## src/rtl/alu_exec_unit.sv

```systemverilog
`default_nettype none
// ============================================================================
// Module      : alu_exec_unit
// Description : 32-bit ALU execution unit with a valid/ready request port and
//               a valid/ready result port. Logic, arithmetic and compare
//               operations complete in one cycle. Shifts either iterate one
//               bit per cycle through the SHIFT state (default build) or use a
//               single-cycle barrel shifter when ALU_FAST_SHIFT_EN is defined.
//               Result and flags are registered and held in DONE until the
//               consumer accepts them.
// Config      : `define ALU_FAST_SHIFT_EN -> single-cycle barrel shifts
// Revision    : 1.0  initial release
// ============================================================================
module alu_exec_unit (
  input  logic        clk,
  input  logic        rst,
  input  logic        in_valid,
  output logic        in_ready,
  input  logic [3:0]  alu_sel,
  input  logic [31:0] op_a,
  input  logic [31:0] op_b,
  output logic        out_valid,
  input  logic        out_ready,
  output logic [31:0] result,
  output logic        zero,
  output logic        carry,
  output logic        overflow,
  output logic        sign
);

  // Operation codes from the ALU control unit
  localparam logic [3:0] c_OP_AND  = 4'b0000;
  localparam logic [3:0] c_OP_OR   = 4'b0001;
  localparam logic [3:0] c_OP_ADD  = 4'b0010;
  localparam logic [3:0] c_OP_XOR  = 4'b0011;
  localparam logic [3:0] c_OP_SLT  = 4'b0100;
  localparam logic [3:0] c_OP_SLTU = 4'b0101;
  localparam logic [3:0] c_OP_SUB  = 4'b0110;
  localparam logic [3:0] c_OP_SRL  = 4'b0111;
  localparam logic [3:0] c_OP_SRA  = 4'b1000;
  localparam logic [3:0] c_OP_SLL  = 4'b1001;

  typedef enum logic [1:0] {
    S_IDLE  = 2'd0,
    S_SHIFT = 2'd1,
    S_DONE  = 2'd2
  } state_t;

  state_t      r_state;
  state_t      w_state_nxt;

  // Captured operation and iterative shift working state
  logic [3:0]  r_op;
  logic [31:0] r_work;
  logic [4:0]  r_cnt;

  // Registered outputs
  logic [31:0] r_result;
  logic        r_zero;
  logic        r_carry;
  logic        r_overflow;
  logic        r_sign;

  // Single-cycle datapath
  logic [4:0]  w_shamt;
  logic        w_is_shift;
  logic        w_go_shift;
  logic        w_xfer;
  logic        w_is_sub;
  logic [31:0] w_b_eff;
  logic [32:0] w_sum33;
  logic        w_add_ovf;
  logic [31:0] w_res;
  logic        w_res_c;
  logic        w_res_v;

  // Iterative shift datapath
  logic [31:0] w_work_nxt;
  logic        w_last_shift;

  assign w_shamt    = op_b[4:0];
  assign w_is_shift = (alu_sel == c_OP_SRL) || (alu_sel == c_OP_SRA) ||
                      (alu_sel == c_OP_SLL);
  assign w_xfer     = in_valid && in_ready;

`ifdef ALU_FAST_SHIFT_EN
  // Barrel shifter handles every shift in one cycle; SHIFT is never entered
  assign w_go_shift = 1'b0;
`else
  // Only a non-zero shift amount needs the iterative path
  assign w_go_shift = w_is_shift && (w_shamt != 5'd0);
`endif

  // SUB reuses the adder as a + ~b + 1 so carry/overflow fall out of one sum
  assign w_is_sub  = (alu_sel == c_OP_SUB);
  assign w_b_eff   = w_is_sub ? ~op_b : op_b;
  assign w_sum33   = {1'b0, op_a} + {1'b0, w_b_eff} + {32'd0, w_is_sub};
  assign w_add_ovf = (op_a[31] == w_b_eff[31]) && (w_sum33[31] != op_a[31]);

  // Single-cycle operation result and arithmetic flags from the live inputs
  always_comb begin
    w_res   = 32'd0;
    w_res_c = 1'b0;
    w_res_v = 1'b0;
    case (alu_sel)
      c_OP_AND:  w_res = op_a & op_b;
      c_OP_OR:   w_res = op_a | op_b;
      c_OP_XOR:  w_res = op_a ^ op_b;
      c_OP_ADD,
      c_OP_SUB: begin
        w_res   = w_sum33[31:0];
        w_res_c = w_sum33[32];
        w_res_v = w_add_ovf;
      end
      c_OP_SLT:  w_res = {31'd0, ($signed(op_a) < $signed(op_b))};
      c_OP_SLTU: w_res = {31'd0, (op_a < op_b)};
`ifdef ALU_FAST_SHIFT_EN
      c_OP_SRL:  w_res = op_a >> w_shamt;
      c_OP_SRA:  w_res = $signed(op_a) >>> w_shamt;
      c_OP_SLL:  w_res = op_a << w_shamt;
`else
      // Reached only with a zero shift amount: the source passes through
      c_OP_SRL,
      c_OP_SRA,
      c_OP_SLL:  w_res = op_a;
`endif
      default:   w_res = 32'd0;
    endcase
  end

  // One-bit shift step of the working register, direction from captured op
  always_comb begin
    w_work_nxt = r_work;
    case (r_op)
      c_OP_SRL: w_work_nxt = {1'b0, r_work[31:1]};
      c_OP_SRA: w_work_nxt = {r_work[31], r_work[31:1]};
      c_OP_SLL: w_work_nxt = {r_work[30:0], 1'b0};
      default:  w_work_nxt = r_work;
    endcase
  end

  assign w_last_shift = (r_cnt == 5'd1);

  // State register
  always_ff @(posedge clk or posedge rst) begin
    if (rst) begin
      r_state <= S_IDLE;
    end else begin
      r_state <= w_state_nxt;
    end
  end

  // Next-state and handshake outputs
  always_comb begin
    w_state_nxt = r_state;
    in_ready    = 1'b0;
    out_valid   = 1'b0;
    case (r_state)
      S_IDLE: begin
        in_ready = 1'b1;
        if (in_valid) begin
          w_state_nxt = w_go_shift ? S_SHIFT : S_DONE;
        end
      end
      S_SHIFT: begin
        if (w_last_shift) begin
          w_state_nxt = S_DONE;
        end
      end
      S_DONE: begin
        out_valid = 1'b1;
        if (out_ready) begin
          w_state_nxt = S_IDLE;
        end
      end
      default: w_state_nxt = S_IDLE;
    endcase
  end

  // Operand capture, iterative shifting and result/flag registers
  always_ff @(posedge clk or posedge rst) begin
    if (rst) begin
      r_op       <= 4'd0;
      r_work     <= 32'd0;
      r_cnt      <= 5'd0;
      r_result   <= 32'd0;
      r_zero     <= 1'b0;
      r_carry    <= 1'b0;
      r_overflow <= 1'b0;
      r_sign     <= 1'b0;
    end else begin
      case (r_state)
        S_IDLE: begin
          if (w_xfer) begin
            r_op <= alu_sel;
            if (w_go_shift) begin
              r_work <= op_a;
              r_cnt  <= w_shamt;
            end else begin
              r_result   <= w_res;
              r_zero     <= (w_res == 32'd0);
              r_carry    <= w_res_c;
              r_overflow <= w_res_v;
              r_sign     <= w_res[31];
            end
          end
        end
        S_SHIFT: begin
          r_work <= w_work_nxt;
          r_cnt  <= r_cnt - 5'd1;
          if (w_last_shift) begin
            r_result   <= w_work_nxt;
            r_zero     <= (w_work_nxt == 32'd0);
            r_carry    <= 1'b0;
            r_overflow <= 1'b0;
            r_sign     <= w_work_nxt[31];
          end
        end
        default: begin
          // DONE holds result and flags until the consumer accepts them
        end
      endcase
    end
  end

  assign result   = r_result;
  assign zero     = r_zero;
  assign carry    = r_carry;
  assign overflow = r_overflow;
  assign sign     = r_sign;

endmodule
`default_nettype wire

```

## config.mk

```make
export PLATFORM = sky130hd
export DESIGN_NAME = alu_exec_unit
export DESIGN_NICKNAME = d
export VERILOG_FILES = /design/src/rtl/alu_exec_unit.sv
export SDC_FILE = /design/constraint.sdc
export NUM_CORES = 1
export LEC_CHECK = 0
export CORE_ASPECT_RATIO = 1.2
export CORE_UTILIZATION = 34
export DETAILED_ROUTE_END_ITERATION = 7
export GPL_ROUTABILITY_DRIVEN = 1
export PLACE_DENSITY = 0.6
export SYNTH_ARGS = -nofsm -noshare
export SYNTH_HDL_FRONTEND = slang
export SYNTH_SLANG_ARGS = --single-unit
export TNS_END_PERCENT = 10
```

## constraint.sdc

```tcl
create_clock -name clk -period 3.52 [get_ports clk]
set_clock_uncertainty 0.15 [all_clocks]
set_input_delay 0.528 -clock clk [delete_from_list [all_inputs] [get_ports clk]]
set_output_delay 0.528 -clock clk [all_outputs]
set_load 0.02 [all_outputs]
```

Yosys cells after proc, flatten, opt, wreduce, memory -nomap -nowiden
Index checks and enable logic that the tools add are counted.
{ "word_totals": {"register_bits": 79, "in_bits": 72, "output_inout_bits": 38, "wordCells": 95} }
{ "op_classes": {"n_reduce_logical": 17, "n_eq_ne": 23, "bitwise": 4, "muxes": 37, "order_cmp": 2, "addsub": 3} }
{ "op_table": {"columns": ["operator", "n"], "rows": [
  ["case mux 32 bit (7 select lines)", 1],
  ["2-to-1 mux 32 bit", 6],
  ["case mux 32 bit (2 select lines)", 2],
  ["case mux 32 bit (3 select lines)", 1],
  ["logical NOT 32 bit", 2],
  ["less-than comparator 32 bit", 2],
  ["adder 32 x 32 -> 33 bit", 1],
  ["adder 33 x 1 -> 33 bit", 1],
  ["bitwise AND 32 bit", 1],
  ["NOT 32 bit", 1],
  ["bitwise OR 32 bit", 1],
  ["XOR 32 bit", 1],
  ["== test 4 x 3 -> 1 bit (second input constant)", 5],
  ["== test 4 bit (second input constant)", 4],
  ["2-to-1 mux 1 bit", 15],
  ["!= test 2 bit (second input constant)", 6],
  ["2-to-1 mux 5 bit", 2],
  ["case mux 5 bit (2 select lines)", 1],
  ["== test 4 x 2 -> 1 bit (second input constant)", 2],
  ["2-to-1 mux 2 bit", 4],
  ["case mux 1 bit (2 select lines)", 4],
  ["case mux 2 bit (3 select lines)", 1],
  ["AND reduction 3 bit", 2],
  ["== test 5 x 1 -> 1 bit (second input constant)", 1],
  ["other kinds (16)", 19]
]} }

Longest topological paths before layout
{ "depth": {"ltp_word": 10, "mapped_depth": 17, "depth_no_buf": 14} }

Least setup slack after synthesis
OpenSTA, ideal clock, no wires.
{ "synth_timing": {"kind": "input port to flip-flop", "start": "input alu_sel[1]", "end": "register r_zero (netlist: zero)", "path_buffers": 3, "required_ns": 3.267, "setup_ns": 0.103, "path_stages": 16, "path_slack_ns": -0.870, "arrival_time_ns": 4.137, "path_cell_list": "clkbuf_1 > and4bb_1 > buf_6 > clkbuf_1 > mux2i_1 > fa_1 > nand3b_1 > a2111oi_2 > o311ai_0 > o211ai_1 > a31oi_1 > xnor2_1 > a211o_1 > nor4_1 > nand4_1 > o41ai_2"} }
{ "synth_via": {"elab_chain_cells": 9, "elab_cells_between_ends": 25, "classes_between": "add/sub (2); eq/ne (10); mux (5); reduce/logical (8)"} }
{ "synth_lines": {"columns": ["element", "line_no", "source"], "rows": [
  ["start, declared", "19", "input logic [3:0] alu_sel,"],
  ["== test 4 x 3 -> 1 bit", "95, 105", null],
  ["2-to-1 mux 32 bit", "96", "assign w_b_eff = w_is_sub ? ~op_b : op_b;"],
  ["adder 32 x 32 -> 33 bit", "97", "assign w_sum33 = {1'b0, op_a} + {1'b0, w_b_eff} + {32'd0, w_is_sub};"],
  ["adder 33 x 1 -> 33 bit", "97", null],
  ["case mux 32 bit (7 select lines)", "105", "case (alu_sel)"],
  ["logical NOT 32 bit", "201", "r_zero <= (w_res == 32'd0);"],
  ["2-to-1 mux 1 bit", "196", "if (w_go_shift) begin"],
  ["2-to-1 mux 1 bit", "194", "if (w_xfer) begin"],
  ["case mux 1 bit (2 select lines)", "192", "case (r_state)"],
  ["end signal, assigned", "201", null],
  ["end signal, assigned", "213", "r_zero <= (w_work_nxt == 32'd0);"],
  ["end, declared", "59", "logic r_zero;"]
]} }
Parallel ways exist; a longest one is shown, timed or not. The select of a mux whose other input is x is not followed.
A chain may end at the register's enable or synchronous reset.

Final worst setup path
{ "layout_timing": {"start": "input alu_sel[0]", "end": "register r_zero (netlist: zero)"} }
Same word-level chain as after synthesis.

==> results.toml <==
[routing]
wl_per_cell_um = 18.7
drt-initial-drc-count = 952
firstDrtPassIters = 6
drc_errors = 0
antenna_left = 0
vias = 10200
viasPerCell = 5.50
wl_um = 34800

[worst_setup_path]
critPathLaunchType = "input port"
r2r_slack_ns = 0.31
worst_ep_arrival_time_ns = 4.03
path_class = "in -> reg"
critical_path_required_ns = 3.62
crit_fanout = 5
end_kind = "register"

[synth]
syn_area_per_cell_um2 = 7.87
syn_nets = 1367
yosysSeqAreaShare = 0.214
synth.area.mux_share = 0.0173
synth-adder-area-share = 0.190
syn_inst = 1157
yosys_warnings = 0
synthFlopType = "dfrtp_1"
synth-compound-area-share = 0.287
async_reset_ff_frac = 1.00
synth-xor-area-share = 0.0520
synth_area_um2 = 9100
synthSimpleGateAreaFrac = 0.161
synth_top_family_by_area = "compound AO/OA/AOI/OAI gates"
synth_edf_count = 0
ys_types = 77
yosys_register_bits = 78

[layout]
multi_input_area_um2 = 7050
final_cells = 1856
layout.nets = 1726
fin_util = 0.520
areaGrowthSynthToFinish_pct = 49.9
num-fill-cells = 2507
regArea_um2 = 1950
diodes = 0
drive_gt1_frac = 0.288

[grt]
grt_use_total = 0.253
grt_max_degree = 52
grt-ovfl-total = 0
antenna_found_initial = 0
grt_pass1_vias = 9966
grtUsageMet3 = 0.0247
met2_usage = 0.401
global_route.usage.met1 = 0.352
grt_pass1_wl_um = 54100
top_usage_layer = "met2"

[cts]
ctsHoldBuffers = 0
clock_latency_ns = 0.35
cts_root_buf = "clkbuf_16"
cts.clk_slew.worst_paths_ns = 0.07
clockBufferDepth = 2
cts_tree = "built"
numClockSinks = 78
cts_buffers = 9
ctsHtreeMaxLevel = 3

[timing]
layout_min_cycle_time_ns = 3.93
setup_tns_ns = -2.24
finalHoldViolCount = 0
tightest_slew_ns = 0.802
drv_slew = 0
fmax_mhz = 255
final.period_utilization = 1.12
setup_viol = 15
worst_slew_margin_rel = 0.465
holdWs_ns = 0.329
rsz0062_at_grt = "true"
fin_ws_ns = -0.406

[job]
maxCapViolCount = 0

[hold_path]
hold_path.class = "reg -> reg"

[place]
dp_hpwl_um = 27300
port_buffers = 109
placed_cells = 1823
place.gp.congestion = 0.941

[floorplan]
fp.coreArea_um2 = 26300
start_util = 0.347
pin_count = 110
rows = 65
dieArea_um2 = 27400
die_h_um = 181
die_w_um = 151

[pwr]
irDropWorstVdd_v = 0.000363
pwr_density_cell_nw_per_um2 = 474
leakagePower_nw = 6.59

[outcome]
violations = "setup timing"
status = "complete, but fails checks"
[worst paths after layout]
path	from	to	cells after the start
worst min-delay path	result[18]$_DFFE_PP0P_	result[18]$_DFFE_PP0P_	1
min in group asynchronous	rst	r_cnt[4]$_DFFE_PP0P_	2
worst max-delay path	alu_sel[0]	zero$_DFFE_PP0P_	17
worst min register to register	result[18]$_DFFE_PP0P_	result[18]$_DFFE_PP0P_	1
max in group asynchronous	rst	r_work[8]$_DFFE_PP0P_	3
worst max register to register	r_op[1]$_DFFE_PP0P_	zero$_DFFE_PP0P_	11
[worst max-delay path, stage by stage]
cell	delay [ns]
buf_6	0.09
and4bb_4	0.37
xnor2_2	0.13
inv_1	0.08
fa_2	0.37
nand3b_1	0.25
a2111oi_4	0.61
o311ai_2	0.17
o211ai_1	0.13
buf_4	0.18
nand3_1	0.10
a21oi_2	0.19
xor2_1	0.10
a221oi_2	0.27
buf_4	0.18
nand4_1	0.10
o41ai_2	0.20
[where the power goes]
group	leakage [nW]	internal [W]	total, W	switching [W]
logic	5.44	0.00173	0.00388	0.00215
registers	1.00	0.00128	0.00162	0.000346
clock network	0.140	0.000558	0.000963	0.000406
total	6.59	0.00356	0.00647	0.00291
[registers in the layout, summed over array words and instances, names as in the netlist]
signal	count
zero	1
overflow	1
r_cnt	5
carry	1
r_state	2
r_work	32
result	32
r_op	4
[area by class of cell]
cell class / instances / share of cell area
Tap cell: 335 / 0.0307
Multi-Input combinational cell: 893 / 0.517
Sequential cell: 78 / 0.143
Clock inverter: 7 / 0.00596
Clock buffer: 9 / 0.0165
Timing Repair Buffer: 413 / 0.254
Inverter: 121 / 0.0334
[synthesized netlist by cell type (11+ instances only)]
cell type,number,area [µm²]
nand4_1,12,75.1
clkbuf_1,58,218
nor4_1,19,119
nand3_1,15,75.1
o21ai_0,97,485
a222oi_1,30,300
o211ai_1,12,90.1
nor2_1,59,221
nor3_1,11,55.1
xnor2_1,48,420
ha_1,137,1710
a22oi_1,47,353
inv_1,121,454
dfrtp_1,78,1950
a21oi_1,69,345
a21o_1,13,97.6
nand2_1,140,526
a221o_1,14,140
[layer usage]
layer / share of wire / vias to the layer above / routed length, µm
met1: 0.44 / 4830 / 15300
met4: 0.036 / 0 / 1260
met3: 0.061 / 70 / 2130
met2: 0.46 / 376 / 16100
li1: - / 4937 / -
met5: 0 / - / 0
[logic make-up after synthesis]
kind of cell               count (synthesis)
DFF                                       78
muxes                                     15
and+or+nand+nor                          309
adders and majority gates                138
xor gates and xnor gates                  54
AOI/OAI and AO/OA                        377
buffers and inverters                    186
[cell usage in the layout, fill, tap and decap left out, drive strengths merged, types with 5 or more instances in the layout]
cell	instances
buf	307
nand2	140
ha	137
inv	122
clkdlybuf4s50	103
o21ai	101
dfrtp	78
a21oi	71
nor2	59
xnor2	48
a22oi	47
a222oi	30
nor4	19
nand3	15
a221o	14
a21o	13
nand4	12
o211ai	12
a221oi	12
nor3	11
clkbuf	10
mux2i	9
o31ai	9
a211oi	8
o21bai	7
or4	7
nor2b	7
a31oi	7
and3	6
xor2	6
mux2	6
nand2b	5
[stage by stage]
stage	setup slack (ns)	area, µm²	power, W
floorplan	-0.323	9220	0.00367
global placement	-1.14	12700	0.00523
detailed placement	-1.18	12700	0.00529
CTS	-0.514	13200	0.00630
global route	-0.562	13700	0.00693
finish	-0.406	13700	0.00647
[repair_timing]
action,CTS,global route
hold endpoints to repair,0,0
cloned,1,1
endpoints found under the setup margin,27,26
resized for setup,41,88
buffers inserted,6,9
pin swaps,24,33
Power figures use the tool's default switching activity.
